<file path="config.mk">
export PLATFORM = sky130hd
export DESIGN_NAME = floating_square
export DESIGN_NICKNAME = d
export VERILOG_FILES = /design/src/rtl/floating_square.sv
export SDC_FILE = /design/constraint.sdc
export NUM_CORES = 1
export LEC_CHECK = 0
export BUFFER_PORTS_ARGS = -buffer_cell sky130_fd_sc_hd__buf_2
export CAP_MARGIN = 0
export CORE_UTILIZATION = 55
export DETAILED_ROUTE_END_ITERATION = 12
export PLACE_DENSITY = 0.83
export SKIP_LAST_GASP = 1
export SLEW_MARGIN = 20
export SYNTH_ARGS = -nofsm -noshare
export SYNTH_HDL_FRONTEND = slang
export SYNTH_SLANG_ARGS = --single-unit
export TNS_END_PERCENT = 100
</file>
<file path="constraint.sdc">
create_clock -name clk -period 7.3 [get_ports clk]
set_input_delay 2.19 -clock clk [delete_from_list [all_inputs] [get_ports clk]]
set_output_delay 2.19 -clock clk [all_outputs]
set_load 0.05 [all_outputs]
</file>
<file path="src/rtl/floating_square.sv">
// floating_square: multi-cycle IEEE-754 single-precision squarer (A*A, RNE).
// The mantissa product comes from an iterative shift-add multiplier that
// retires BITS_PER_CYCLE multiplier bits per cycle, so the fixed latency is
// K+2 cycles from the accept edge to the done cycle, with K = 24/BITS_PER_CYCLE.
// The start/done handshake matches the square-root unit, so one controller can
// drive either block.
module floating_square #(
    parameter int BITS_PER_CYCLE = 1
) (
    input  logic        clk,
    input  logic        rst,
    input  logic        start,
    input  logic [31:0] operA_float32,
    output logic [31:0] result,
    output logic        done,
    output logic        busy,
    output logic        flag_nx,
    output logic        flag_of,
    output logic        flag_uf,
    output logic        flag_nv
);

    localparam int B  = BITS_PER_CYCLE;
    localparam int K  = 24 / B;
    localparam int CW = (K > 1) ? $clog2(K) : 1;
    // The partial sum {P_hi + m*digit} stays below m*2^B, so 24+B bits hold it.
    localparam int SW = 24 + B;

    generate
        if ((24 % B) != 0 || B > 8 || B < 1) begin : g_bad_param
            $error("floating_square: BITS_PER_CYCLE must divide 24 and lie in 1..8");
        end
    endgenerate

    typedef enum logic [1:0] {
        S_IDLE   = 2'd0,
        S_UNPACK = 2'd1,
        S_MUL    = 2'd2,
        S_ROUND  = 2'd3
    } state_t;

    // Operand class, registered in UNPACK.
    typedef struct packed {
        logic zero;
        logic sub;
        logic inf;
        logic nan;
        logic snan;
    } cls_t;

    state_t         state_q, state_d;
    logic [31:0]    a_q, a_d;
    logic [23:0]    m_q, m_d;
    logic [23:0]    mr_q, mr_d;
    logic [47:0]    p_q, p_d;
    logic [CW-1:0]  cnt_q, cnt_d;
    cls_t           cls_q, cls_d;
    logic [31:0]    res_q, res_d;
    logic [3:0]     flg_q, flg_d;      // {nv, of, uf, nx}
    logic           done_q, done_d;
    logic           busy_q, busy_d;

    // Multiply step and rounding intermediates
    logic [SW-1:0]  pp;
    logic [SW-1:0]  sum;
    logic           n_bit;
    logic [22:0]    mant;
    logic           guard;
    logic           sticky;
    logic [9:0]     exp_pre;
    logic [9:0]     exp_post;
    logic [23:0]    mant_r;
    logic           rnd_inc;
    logic           exp_le0;
    logic           exp_ovf;
    logic [31:0]    rnd_res;
    logic [3:0]     rnd_flg;

    // State register
    always_ff @(posedge clk or negedge rst) begin
        if (!rst) state_q <= S_IDLE;
        else      state_q <= state_d;
    end

    // Next-state logic; start is only honoured in IDLE
    always_comb begin
        state_d = state_q;
        case (state_q)
            S_IDLE:   if (start) state_d = S_UNPACK;
            S_UNPACK: state_d = S_MUL;
            S_MUL:    if (cnt_q == CW'(K - 1)) state_d = S_ROUND;
            S_ROUND:  state_d = S_IDLE;
            default:  state_d = S_IDLE;
        endcase
    end

    // FSM outputs: done pulses on the ROUND edge, busy covers UNPACK..done cycle
    always_comb begin
        done_d = (state_q == S_ROUND);
        busy_d = (state_q != S_IDLE);
    end

    // One shift-add step: P_hi += m * (next B bits of the multiplier), then P >>= B
    always_comb begin
        pp = '0;
        for (int i = 0; i < B; i++) begin
            if (mr_q[i]) pp = pp + (SW'(m_q) << i);
        end
        sum = SW'(p_q[47:24]) + pp;
    end

    // Normalise, round to nearest even and select special-case results
    always_comb begin
        n_bit    = p_q[47];
        mant     = n_bit ? p_q[46:24] : p_q[45:23];
        guard    = n_bit ? p_q[23]    : p_q[22];
        sticky   = n_bit ? (|p_q[22:0]) : (|p_q[21:0]);
        // 10-bit two's complement: 2e - 127 + n
        exp_pre  = {1'b0, a_q[30:23], 1'b0} - 10'd127 + {9'd0, n_bit};
        exp_le0  = exp_pre[9] | (exp_pre == 10'd0);
        rnd_inc  = guard & (sticky | mant[0]);
        mant_r   = {1'b0, mant} + {23'd0, rnd_inc};
        // A carry out leaves mant_r[22:0] all zero, which is the required mantissa
        exp_post = exp_pre + {9'd0, mant_r[23]};
        exp_ovf  = !exp_post[9] && (exp_post[8:0] >= 9'd255);

        rnd_res  = {1'b0, exp_post[7:0], mant_r[22:0]};
        rnd_flg  = {3'b000, guard | sticky};
        if (cls_q.nan) begin
            rnd_res = 32'h7FC0_0000;
            rnd_flg = {cls_q.snan, 3'b000};
        end else if (cls_q.inf) begin
            rnd_res = 32'h7F80_0000;
            rnd_flg = 4'b0000;
        end else if (cls_q.zero) begin
            rnd_res = 32'h0000_0000;
            rnd_flg = 4'b0000;
        end else if (cls_q.sub || exp_le0) begin
            rnd_res = 32'h0000_0000;
            rnd_flg = 4'b0011;
        end else if (exp_ovf) begin
            rnd_res = 32'h7F80_0000;
            rnd_flg = 4'b0101;
        end
    end

    // Datapath next-state per FSM phase
    always_comb begin
        a_d   = a_q;
        m_d   = m_q;
        mr_d  = mr_q;
        p_d   = p_q;
        cnt_d = cnt_q;
        cls_d = cls_q;
        res_d = res_q;
        flg_d = flg_q;
        case (state_q)
            S_IDLE: begin
                if (start) a_d = operA_float32;
            end
            S_UNPACK: begin
                m_d        = {1'b1, a_q[22:0]};
                mr_d       = {1'b1, a_q[22:0]};
                p_d        = '0;
                cnt_d      = '0;
                cls_d.zero = (a_q[30:23] == 8'h00) && (a_q[22:0] == 23'd0);
                cls_d.sub  = (a_q[30:23] == 8'h00) && (a_q[22:0] != 23'd0);
                cls_d.inf  = (a_q[30:23] == 8'hFF) && (a_q[22:0] == 23'd0);
                cls_d.nan  = (a_q[30:23] == 8'hFF) && (a_q[22:0] != 23'd0);
                cls_d.snan = (a_q[30:23] == 8'hFF) && (a_q[22:0] != 23'd0) && !a_q[22];
            end
            S_MUL: begin
                // Special classes still spend all K cycles here; ROUND ignores P
                p_d   = {sum, p_q[23:B]};
                mr_d  = mr_q >> B;
                cnt_d = cnt_q + CW'(1);
            end
            S_ROUND: begin
                res_d = rnd_res;
                flg_d = rnd_flg;
            end
            default: ;
        endcase
    end

    // Datapath and output registers
    always_ff @(posedge clk or negedge rst) begin
        if (!rst) begin
            a_q    <= '0;
            m_q    <= '0;
            mr_q   <= '0;
            p_q    <= '0;
            cnt_q  <= '0;
            cls_q  <= '0;
            res_q  <= '0;
            flg_q  <= '0;
            done_q <= 1'b0;
            busy_q <= 1'b0;
        end else begin
            a_q    <= a_d;
            m_q    <= m_d;
            mr_q   <= mr_d;
            p_q    <= p_d;
            cnt_q  <= cnt_d;
            cls_q  <= cls_d;
            res_q  <= res_d;
            flg_q  <= flg_d;
            done_q <= done_d;
            busy_q <= busy_d;
        end
    end

    assign result  = res_q;
    assign done    = done_q;
    assign busy    = busy_q;
    assign flag_nv = flg_q[3];
    assign flag_of = flg_q[2];
    assign flag_uf = flg_q[1];
    assign flag_nx = flg_q[0];

endmodule
</file>
Yosys cells after proc, flatten, opt, wreduce, memory -nomap -nowiden
Cells that the tools add are included.
{"block": "word_totals", "ff_bits": 177, "latch_bits": 0, "ram_bits": 0, "rom_bits": 0, "input_bits": 35, "word_cells": 73, "n_memories": 0}
{"block": "classes", "n_addsub": 6, "n_mul": 0, "div_mod_pow": 0, "magnitude_cmp": 1, "eq_ne": 7, "n_shift": 0, "mux": 20, "n_bitwise": 4, "reduce_logical": 20}
{"cell": "$pmux W48 S2", "count": 1}
{"cell": "$mux W31", "count": 3}
{"cell": "$mux W32", "count": 2}
{"cell": "$pmux W24 S2", "count": 1}
{"cell": "$add A24 B25 Y25", "count": 1}
{"cell": "$add A23 B1 Y24", "count": 1}
{"cell": "$mux W24", "count": 1}
{"cell": "$logic_not A23 Y1", "count": 1}
{"cell": "$mux W23", "count": 1}
{"cell": "$reduce_bool A23 Y1", "count": 1}
{"cell": "$reduce_or A23 Y1", "count": 1}
{"cell": "$reduce_or A22 Y1", "count": 1}
{"cell": "$add A10 B1 Y10", "count": 2}
{"cell": "$mux W3", "count": 4}
{"cell": "$logic_not A10 Y1", "count": 1}
{"cell": "$pmux W5 S2", "count": 1}
{"cell": "$sub A9 B7 Y10 const B", "count": 1}
{"cell": "$ge A9 B8 Y1 const B", "count": 1}
{"cell": "$eq A8 B8 Y1 const B", "count": 1}
{"cell": "$logic_not A8 Y1", "count": 1}
{"cell": "$pmux W2 S4", "count": 1}
{"cell": "$logic_and A1 B1 Y1", "count": 6}
{"cell": "$add A5 B1 Y5 const B", "count": 1}
{"cell": "$eq A5 B5 Y1 const B", "count": 1}
{"cell": "other kinds (13)", "count": 22}

Depth between registers and ports, before layout
Gate-level depths: netlist (run 1).
{"block": "logic_depth", "word_depth": 13, "ltp_mapped": 15}

Least setup slack after synthesis (run 1)
OpenSTA, ideal clock, no wires.
{"block": "synth_path", "path_type": "register -> register", "start": "register p_q[47]", "end": "register res_q[8], in the netlist result[8]", "setup_ns": 0.075, "t_arrival_ns": 3.852, "t_required_ns": 7.225, "slack_ns": 3.373, "stages_incl_launch_ff": 16, "path_buffers": 3, "cell_sequence": "dfrtp_1 buf_4 mux2i_1 nor4_1 and4_1 clkbuf_1 nor2b_1 ha_1 ha_1 or4b_4 o21ai_2 or3b_4 o31ai_4 o211ai_2 buf_6 o2bb2ai_2"}
{"block": "synth_between", "elab_chain_cells": 12}
{"element": "start, declared", "line": "55", "source": "logic [47:0] p_q, p_d;"}
{"element": "start signal, assigned", "line": "203", "source": "p_q <= p_d;"}
{"element": "$mux W1 / $mux W23 (equally long branches)", "line": "117, 115"}
{"element": "$or A1 B1 Y1", "line": "121", "source": "rnd_inc = guard & (sticky | mant[0]);"}
{"element": "$and A1 B1 Y1", "line": "121"}
{"element": "$add A23 B1 Y24", "line": "122", "source": "mant_r = {1'b0, mant} + {23'd0, rnd_inc};"}
{"element": "$add A10 B1 Y10", "line": "124", "source": "exp_post = exp_pre + {9'd0, mant_r[23]};"}
{"element": "$ge A9 B8 Y1 / $logic_not A1 Y1 (equally long branches)", "line": "125", "source": "exp_ovf = !exp_post[9] && (exp_post[8:0] >= 9'd255);"}
{"element": "$logic_and A1 B1 Y1", "line": "125"}
{"element": "$mux W31", "line": "141", "source": "end else if (exp_ovf) begin"}
{"element": "$mux W31 *", "line": "138", "source": "end else if (cls_q.sub || exp_le0) begin"}
{"element": "$mux W31 *", "line": "135", "source": "end else if (cls_q.zero) begin"}
{"element": "$mux W32 *", "line": "132", "source": "end else if (cls_q.inf) begin"}
{"element": "$mux W32 *", "line": "129", "source": "if (cls_q.nan) begin"}
{"element": "end signal, assigned", "line": "206", "source": "res_q <= res_d;"}
{"element": "end, declared", "line": "58", "source": "logic [31:0] res_q, res_d;"}
Mark *: on every way between the ends. The rest lies on a longest branch, timed or not.
A chain may end at the register's enable or synchronous reset.

Worst setup path after layout (run 1)
{"block": "layout_path", "start": "register p_q[47]", "end": "register res_q[1], in the netlist result[1]"}
Same word-level chain as after synthesis.

==> out/results.ini, run 1 <==
[finish]
area_growth_pct=10.3
nets=1105
antennaDiodeCount=0
fin_area_um2=11100
drive_gt1_share_pct=20.0

[pwr]
intPower_uw=2710
seqPwrFrac_pct=35.1
clkPwrFrac_pct=18.4
swShare_pct=43.8
p_switching_uw=2110
combPwrFrac_pct=46.5
power.density_nw_per_um2=435
vdd_drop_max_mv=0.241
p_leak_uw=0.00470
power_uw=4810

[drt]
viasPerCell=5.86
vias=7478
drt_iter0_markers=588
drc_errors=2
ant_nets=0
wirelength_um=20700
drt_first_pass_iters=10
wire_per_inst_um=16.3

[yosys]
synth_common_cells=dfrtp_1, inv_1, nor2_1
netlist.top_cell.by_area=dfrtp_1
syn_avg_cell_area_um2=10.1
yosysMostFrequentCell=dfrtp_1
synth_area_um2=10000
ys_seq_elements=176
syn_inst=998
synthTopCellsByArea=dfrtp_1, mux2_2, mux2i_1
synth_edf_count=0
ys_warn_count=0
yosysTopAreaCellShare_pct=43.9
synth_sequential_area_ratio_pct=43.9
async_reset_ff_share_pct=100
synth_fp_nets=1069
ys.flop_type=dfrtp_1
yosysUniqueCellTypes=70

[clock_tree]
clock_sinks=176
clock_path_buffers=2
root_buffer=clkbuf_16
tritoncts=built
cts_setup_buffers=0
clk_latency_ns=0.43
cts-resized-gates=0
hold_buffers=0
htreeDepth=4
cts_made_buffers=17
path_clk_slew_ns=0.07

[timing]
max_slew_margin_pct=28.9
hold_violations=0
fin_tns_setup_ns=0
skew_ns=0.00705
layout_setup_ws_ns=2.31
rsz0062_at_grt=no
setup_violations=0
finalMaxSlewViolations=0
fin_crit_ns=4.99
fin_crit_sh_pct=68.4
worst_pin_slew_ns=1.06
max_freq_mhz=200

[worst_setup_path]
path_delay_family=simple AND/OR/NAND/NOR gates
slowest_stage=dfrtp_1
crit_type=register to register
required_ns=7.65
worst_path_largest_cell_delay_ns=0.67
crit_path_end_kind=register
critPathBufInv=2
path_max_fanout=26
startpoint_type=register
path_cells=buf_4, nand2_1, a2111oi_2, and4_1, nor2b_1, ha_1, ha_1, or4b_4, o21ai_2, or3b_4, o31ai_4, o211ai_2, buf_4, o2bb2ai_1
arrival_ns=5.34

[placement]
io_buffers=70
gp_congestion=0.881
dp_hpwl_um=14400
dpl-instance-area_um2=10500
dp_slack_ns=2.34

[run_status]
violations=DRC
status=finished with violations

[global_routing]
overflow=0
grt.total_usage_pct=23.8
grt_pass1_vias=7124
grt_pass1_wl_um=35000
grt_max_degree=124
antenna_found_initial=0

[floorplan]
coreArea_um2=17900
die_w_um=137
num_rows=49
dieArea_um2=18800
ioPinCount=73
start_util_pct=56.0
die_y_um=137

[job]
maxCapViolations=0

[min_path]
hold_class=register to register

layer usage:
layer,up-vias,share of wire (%),global-route usage [%]
met5,-,0,0
met4,0,1.4,7.20
met3,30,3.7,3.59
met2,170,47,37.9
met1,3638,48,33.4
li1,3640,-,-
metrics by stage:
step                hold WS [ns]  std cells  utilization, %
finish                     0.485       1276            61.8
global route               0.502       1276            61.8
CTS                        0.490       1276            61.8
detailed placement         0.468       1244            58.6
global placement           0.445       1244            58.6
floorplan                  0.430        998               -
cells in the final DEF, fill, tap and decap left out, types with 5 or more instances in the layout:
master / instances
and2_1: 29
a21oi_1: 49
and3_1: 8
nor2_1: 60
buf_2: 69
o22ai_1: 22
nor3_1: 10
clkinv_2: 5
mux2i_1: 45
nand2_1: 51
buf_4: 7
a211oi_1: 10
o21ai_0: 59
inv_1: 64
clkinv_4: 5
ha_1: 33
xnor2_1: 38
dfrtp_1: 176
nand4_1: 13
o2bb2ai_2: 20
nand3_1: 55
clkbuf_16: 17
o2111ai_1: 5
a21o_1: 10
o221a_2: 7
xor2_1: 24
mux2_2: 56
nor2b_1: 6
nor4_1: 12
nand2b_1: 5
worst paths after layout:
path,slack (ns),from,to,cells after the start
worst min-delay path,0.49,result[19]$_DFFE_PN0P_,result[19]$_DFFE_PN0P_,1
min in group asynchronous,1.88,rst,state_q[0]$_DFFE_PN0P_,1
worst max register to register,2.31,p_q[47]$_DFFE_PN0P_,result[1]$_DFFE_PN0P_,14
worst min register to register,0.49,result[19]$_DFFE_PN0P_,result[19]$_DFFE_PN0P_,1
worst max-delay path,2.31,p_q[47]$_DFFE_PN0P_,result[1]$_DFFE_PN0P_,14
max in group asynchronous,4.09,rst,result[0]$_DFFE_PN0P_,2
worst reg2reg max path, delay by kind of cell, from the launching register on:
family | cells | cell delay, ns
AO/OA/AOI/OAI | 5 | 1.38
flip-flops | 1 | 0.67
AND/OR/NAND/NOR | 5 | 1.75
buffers and inverters | 2 | 0.71
adder cells (fa/ha/maj) | 2 | 0.42
logic make-up (layout without fill, tap and decap cells):
| logic type | Yosys count | after routing | share of synthesized area, % |
|---|---|---|---|
| multiplexers | 102 | 102 | 11.0 |
| adder cells (fa/ha/maj) | 36 | 36 | 4.57 |
| buffers and inverters | 126 | 175 | 5.00 |
| AO/OA/AOI/OAI | 225 | 225 | 16.2 |
| AND/OR/NAND/NOR | 270 | 270 | 13.8 |
| XOR/XNOR | 62 | 62 | 5.41 |
| flip-flops | 176 | 176 | 43.9 |
| other | 1 | 1 | 0.0374 |
layout make-up:
class                      instances  area [µm²]
clock buffer                      20         467
clock inverter                    12         110
fill                            1438        6840
inverter                          66         248
multi-input combinational        696        5140
sequential                       176        4400
tap                              229         287
timing repair buffer              77         412
state kept, by name (all words and copies together), names as in the netlist:
signal,count
flg_q,4
cls_q,5
result,31
p_q,48
state_q,2
cnt_q,5
m_q,24
done,1
mr_q,24
busy,1
a_q,31
power groups by stage:
stage          clock (µW)  combinational, µW  sequential (µW)
2_1_floorplan           0               1630             1800
3_3_place_gp            0               2150             1680
3_5_place_dp            0               2220             1700
4_1_cts               901               2240             1690
5_1_grt               941               2440             1750
6_report              887               2240             1690
Note: power is estimated with default switching activity, not from simulation.
==> run 2, diff against run 1 <==
clock period = 4.9 ns   (was 7.3 ns; I/O delays follow)
==> run 2 against run 1 <==
Against the previous run: the flow still finishes with violations (DRC); count of clock-buffer cells in the layout fell by 2; first-iteration DRC count decreased by 9.7%; hold slack got worse by 0.028 ns.
==> out/results.ini, run 2 (synthesis gave the netlist of run 1 again) <==
[floorplan]
dieArea_um2=18800  ; unchanged
num_rows=49  ; unchanged
ioPinCount=73  ; unchanged
start_util_pct=56.0  ; unchanged
die_w_um=137  ; unchanged
die_y_um=137  ; unchanged
coreArea_um2=17900  ; unchanged

[drt]
ant_nets=0  ; unchanged
drt_iter0_markers=531  ; -9.7%
viasPerCell=5.82  ; -0.61%
wirelength_um=20900  ; +0.59%
vias=7473  ; -0.067%
drc_errors=2  ; unchanged
wire_per_inst_um=16.3  ; about the same
drt_first_pass_iters=9  ; -1

[placement]
dp_slack_ns=0.579  ; -1.76 ns
dpl-instance-area_um2=10600  ; +0.62%
gp_congestion=0.906  ; +2.9%
io_buffers=70  ; unchanged
dp_hpwl_um=14300  ; -0.63%

[clock_tree]
root_buffer=clkbuf_16
clock_path_buffers=2  ; unchanged
clk_latency_ns=0.43  ; about the same
cts_setup_buffers=0  ; unchanged
clock_sinks=176  ; unchanged
hold_buffers=0  ; unchanged
tritoncts=built
htreeDepth=4  ; unchanged
cts-resized-gates=0  ; unchanged
cts_made_buffers=17  ; unchanged
path_clk_slew_ns=0.07  ; about the same

[timing]
rsz0062_at_grt=no
fin_tns_setup_ns=0  ; unchanged
hold_violations=0  ; unchanged
max_freq_mhz=231  ; +15%
setup_violations=0  ; unchanged
max_slew_margin_pct=33.6  ; +4.8 points
layout_setup_ws_ns=0.567  ; -1.74 ns
whs_ns=0.458  ; -0.0276 ns
worst_pin_slew_ns=0.981  ; -0.0785 ns
fin_crit_sh_pct=88.4  ; +20 points
finalMaxSlewViolations=0  ; unchanged
skew_ns=0.00871  ; +0.00166 ns
fin_crit_ns=4.33  ; -0.657 ns

[pwr]
vdd_drop_max_mv=0.434  ; +80%
power.density_nw_per_um2=641  ; +47%
p_leak_uw=0.00471  ; +0.20%
power_uw=7110  ; +48%

[min_path]
hold_class=register to register
hold_start=m_q[23]$_DFFE_PN0N_
min_to=m_q[23]$_DFFE_PN0N_
holdPathStages=1  ; unchanged

[finish]
nets=1112  ; +0.63%
area_growth_pct=10.6
final_cell_mix=dfrtp_1, buf_2, inv_1, nor2_1, o21ai_0
largest_reg_flops=48  ; unchanged
largest-register=p_q
fin_area_um2=11100  ; +0.21%
drive_gt1_share_pct=20.4  ; +0.44 points
mostFrequentLayoutCell=dfrtp_1
antennaDiodeCount=0  ; unchanged

[worst_setup_path]
r2r_cells=13  ; -1
r2r-end=result[0]$_DFFE_PN0P_
path_max_fanout=22  ; -15%
crit_path_end_kind=register
timing.critical_path.from=p_q[47]$_DFFE_PN0P_
startpoint_type=register
crit_type=register to register
reg2reg_from=p_q[47]$_DFFE_PN0P_
reg2reg_slack_ns=0.57  ; -1.74 ns
arrival_ns=4.69  ; -0.65 ns
required_ns=5.25  ; -2.40 ns

[run_status]
status=finished with violations
violations=DRC

[global_routing]
grt_pass1_wl_um=34800  ; -0.49%
overflow=0  ; unchanged
grt_pass1_vias=7159  ; +0.49%
antenna_found_initial=0  ; unchanged
grt_max_degree=106  ; -15%
grt.total_usage_pct=23.8  ; +0.037 points

[job]
maxCapViolations=0  ; unchanged

-- run 2: cell types whose count changed in the layout (fill, tap and decap cells not counted), moves of 3 or more --
cell | before | now
clkinv_4 | 5 | 2
inv_6 | 0 | 3
clkbuf_8 | 4 | 0
clkinvlp_4 | 0 | 3
buf_4 | 7 | 13
-- run 2: metrics by stage --
step | cells | utilization [%]
after floorplan | 998 | -
after global placement | 1251 | 58.9
after detailed placement | 1251 | 58.9
after CTS | 1283 | 62.0
after global routing | 1283 | 62.0
final | 1283 | 62.0
-- run 2: worst max-delay path by stage --
stage                                 end  slack, ns
CTS                 result[0]$_DFFE_PN0P_       0.56
global route        result[0]$_DFFE_PN0P_       0.33
floorplan           result[8]$_DFFE_PN0P_       0.97
detailed placement  result[0]$_DFFE_PN0P_       0.58
finish              result[0]$_DFFE_PN0P_       0.57
global placement    result[1]$_DFFE_PN0P_       0.68
-- run 2: power breakdown --
group          switching (µW)  internal [µW]  leakage (µW)
Clock                     600            657      0.000261
Combinational            2030           1310       0.00223
Sequential                529           1990       0.00222
-- run 2: final cells by class --
type,instances,area (µm²)
fill,1431,6810
multi-input combinational,696,5140
sequential,176,4400
timing repair buffer,84,474
clock buffer,18,429
tap,229,287
inverter,66,248
clock inverter,14,109
-- run 2: routing by layer --
layer	global-route usage, %	up-vias	share of wire (%)
met5	0	-	0
met2	38.0	183	46
met3	3.56	30	4.5
li1	-	3661	-
met4	8.49	0	1.7
met1	32.9	3599	47
-- run 2: worst max-delay path, stage by stage, from the launching register on --
cell	delay, ns
dfrtp_1	0.66
nand2_1	0.18
a2111oi_2	0.47
and4_1	0.36
nor2b_1	0.28
ha_1	0.20
ha_1	0.20
or4b_4	0.49
o21ai_2	0.10
or3b_4	0.43
o31ai_4	0.34
o211ai_2	0.10
buf_4	0.28
o2bb2ai_1	0.18
==> run 3, diff against run 2 <==
CORE_MARGIN = 1   (was unset)
CTS_BUF_LIST = sky130_fd_sc_hd__clkbuf_8   (was unset)
GPL_ROUTABILITY_DRIVEN = 0   (was unset)
==> run 3 against run 2 <==
Against the previous run: the flow now finishes without violations; setup slack got worse by 0.11 ns; hold slack better by 0.0098 ns; critical path depth increased by 2; sequential power hardly changed; critical path type unchanged; largest power group unchanged; highest routed layer unchanged.
==> out/results.ini, run 3 (synthesis gave the netlist of run 1 again) <==
[run_status]
status=completed

[floorplan]
num_rows=49  ; unchanged
dieArea_um2=18800  ; unchanged
die_w_um=137  ; unchanged
coreArea_um2=17900  ; unchanged
start_util_pct=56.0  ; unchanged
die_y_um=137  ; unchanged
ioPinCount=73  ; unchanged

[pwr]
power_uw=6840  ; -3.7%
power.density_nw_per_um2=625  ; -2.5%
vdd_drop_max_mv=0.391  ; -9.9%
p_leak_uw=0.00465  ; -1.4%

[clock_tree]
clock_path_buffers=2  ; unchanged
clock_sinks=176  ; unchanged
hold_buffers=0  ; unchanged
clk_latency_ns=0.47  ; +0.04 ns
tritoncts=built
cts-resized-gates=0  ; unchanged
htreeDepth=4  ; unchanged
cts_made_buffers=17  ; unchanged
root_buffer=clkbuf_8
cts_setup_buffers=0  ; unchanged
path_clk_slew_ns=0.10  ; +0.03 ns

[drt]
ant_nets=0  ; unchanged
wire_per_inst_um=15.9  ; -2.5%
drt-met1-wl_um=9540  ; -3.4%
drt_iter0_markers=523  ; -1.5%
top_layer=met4
vias=7478  ; +0.067%
drt_first_pass_iters=5  ; -4
dr_wl_met2_um=9510  ; -1.8%
drc_errors=0  ; -2
met3_length_um=1100  ; +16%
wirelength_um=20300  ; -2.5%
viasPerCell=5.83  ; about the same

[worst_setup_path]
crit_type=register to register
crit_path_end_kind=register
path_max_fanout=22  ; unchanged
required_ns=5.29  ; +0.04 ns
arrival_ns=4.83  ; +0.14 ns
startpoint_type=register

[timing]
fin_crit_ns=4.44  ; +0.111 ns
layout_setup_ws_ns=0.457  ; -0.111 ns
finalMaxSlewViolations=0  ; unchanged
rsz0062_at_grt=no
worst_pin_slew_ns=1.03  ; +0.0447 ns
whs_ns=0.467  ; +0.00978 ns
fin_tns_setup_ns=0  ; unchanged
hold_violations=0  ; unchanged
max_slew_margin_pct=30.7  ; -2.9 points
max_freq_mhz=225  ; -2.5%
setup_violations=0  ; unchanged
skew_ns=0.0124  ; +0.00374 ns
fin_crit_sh_pct=90.7  ; +2.3 points

[finish]
largest-register=p_q
area_growth_pct=9.22
final_cell_mix=dfrtp_1, buf_2, inv_1, nor2_1, o21ai_0
largest_reg_flops=48  ; unchanged
nets=1112  ; unchanged
mostFrequentLayoutCell=dfrtp_1
drive_gt1_share_pct=20.5  ; +0.095 points
antennaDiodeCount=0  ; unchanged
fin_area_um2=11000  ; -1.2%

[min_path]
hold_class=register to register

[placement]
dp_hpwl_um=14300  ; about the same
dpl-instance-area_um2=10600  ; unchanged
dp_slack_ns=0.565  ; -0.0138 ns
io_buffers=70  ; unchanged

[global_routing]
grt_pass1_vias=6878  ; -3.9%
overflow=0  ; unchanged
antenna_found_initial=0  ; unchanged
grt_pass1_wl_um=33900  ; -2.4%
grt.total_usage_pct=23.1  ; -0.73 points
grt_max_degree=88  ; -17%

[job]
maxCapViolations=0  ; unchanged

run 3: changes by cell type in the layout (fill, tap and decap cells not counted):
cell / change
bufinv_16: +1
clkbuf_1: -1
clkbuf_16: -17
clkbuf_8: +17
clkinv_2: -4
clkinv_4: -1
clkinv_8: +1
inv_6: +1
inv_8: +3
run 3: final timing paths:
| kind | from | endpoint | slack [ns] | depth (start not counted) |
|---|---|---|---|---|
| max reg2reg | p_q[47]$_DFFE_PN0P_ | result[1]$_DFFE_PN0P_ | 0.46 | 15 |
| max | p_q[47]$_DFFE_PN0P_ | result[1]$_DFFE_PN0P_ | 0.46 | 15 |
| min reg2reg | m_q[23]$_DFFE_PN0N_ | m_q[23]$_DFFE_PN0N_ | 0.47 | 1 |
| min in group asynchronous | rst | a_q[2]$_DFFE_PN0P_ | 0.96 | 1 |
| max in group asynchronous | rst | p_q[45]$_DFFE_PN0P_ | 3.09 | 2 |
| min | m_q[23]$_DFFE_PN0N_ | m_q[23]$_DFFE_PN0N_ | 0.47 | 1 |
run 3: worst max-delay path, stage by stage (launching register included):
cell	delay (ns)
dfrtp_1	0.64
buf_4	0.30
mux2i_1	0.12
nor3_1	0.15
buf_4	0.16
and4_1	0.30
nor2b_1	0.29
ha_1	0.22
ha_1	0.23
or4b_4	0.49
o21ai_2	0.10
or3b_4	0.42
o31ai_4	0.33
o211ai_2	0.10
buf_4	0.29
o2bb2ai_1	0.21
run 3: metal layers:
layer  global-route usage [%]  up-vias
met5                        0        -
met4                     5.86        0
met3                     4.37       17
met2                     37.1      187
met1                     32.0     3621
li1                         -     3653
run 3: cell type report:
type	instances	area (µm²)
Clock buffer	17	234
Clock inverter	15	169
Fill cell	1484	6950
Inverter	66	248
Multi-Input combinational cell	696	5140
Sequential cell	176	4400
Tap cell	229	287
Timing Repair Buffer	84	474
run 3: power by group:
part           leakage, µW  total (µW)  switching (µW)  internal, µW
combinational      0.00223        3320            2010          1310
sequential         0.00222        2500             519          1980
clock             0.000196        1020             592           429
total              0.00465        6840            3120          3720
run 3: stage by stage:
| step | utilization [%] | instances |
|---|---|---|
| 5_1_grt | 61.2 | 1283 |
| 6_report | 61.2 | 1283 |
| 2_1_floorplan | - | 998 |
| 3_3_place_gp | 58.9 | 1251 |
| 3_5_place_dp | 58.9 | 1251 |
| 4_1_cts | 61.2 | 1283 |
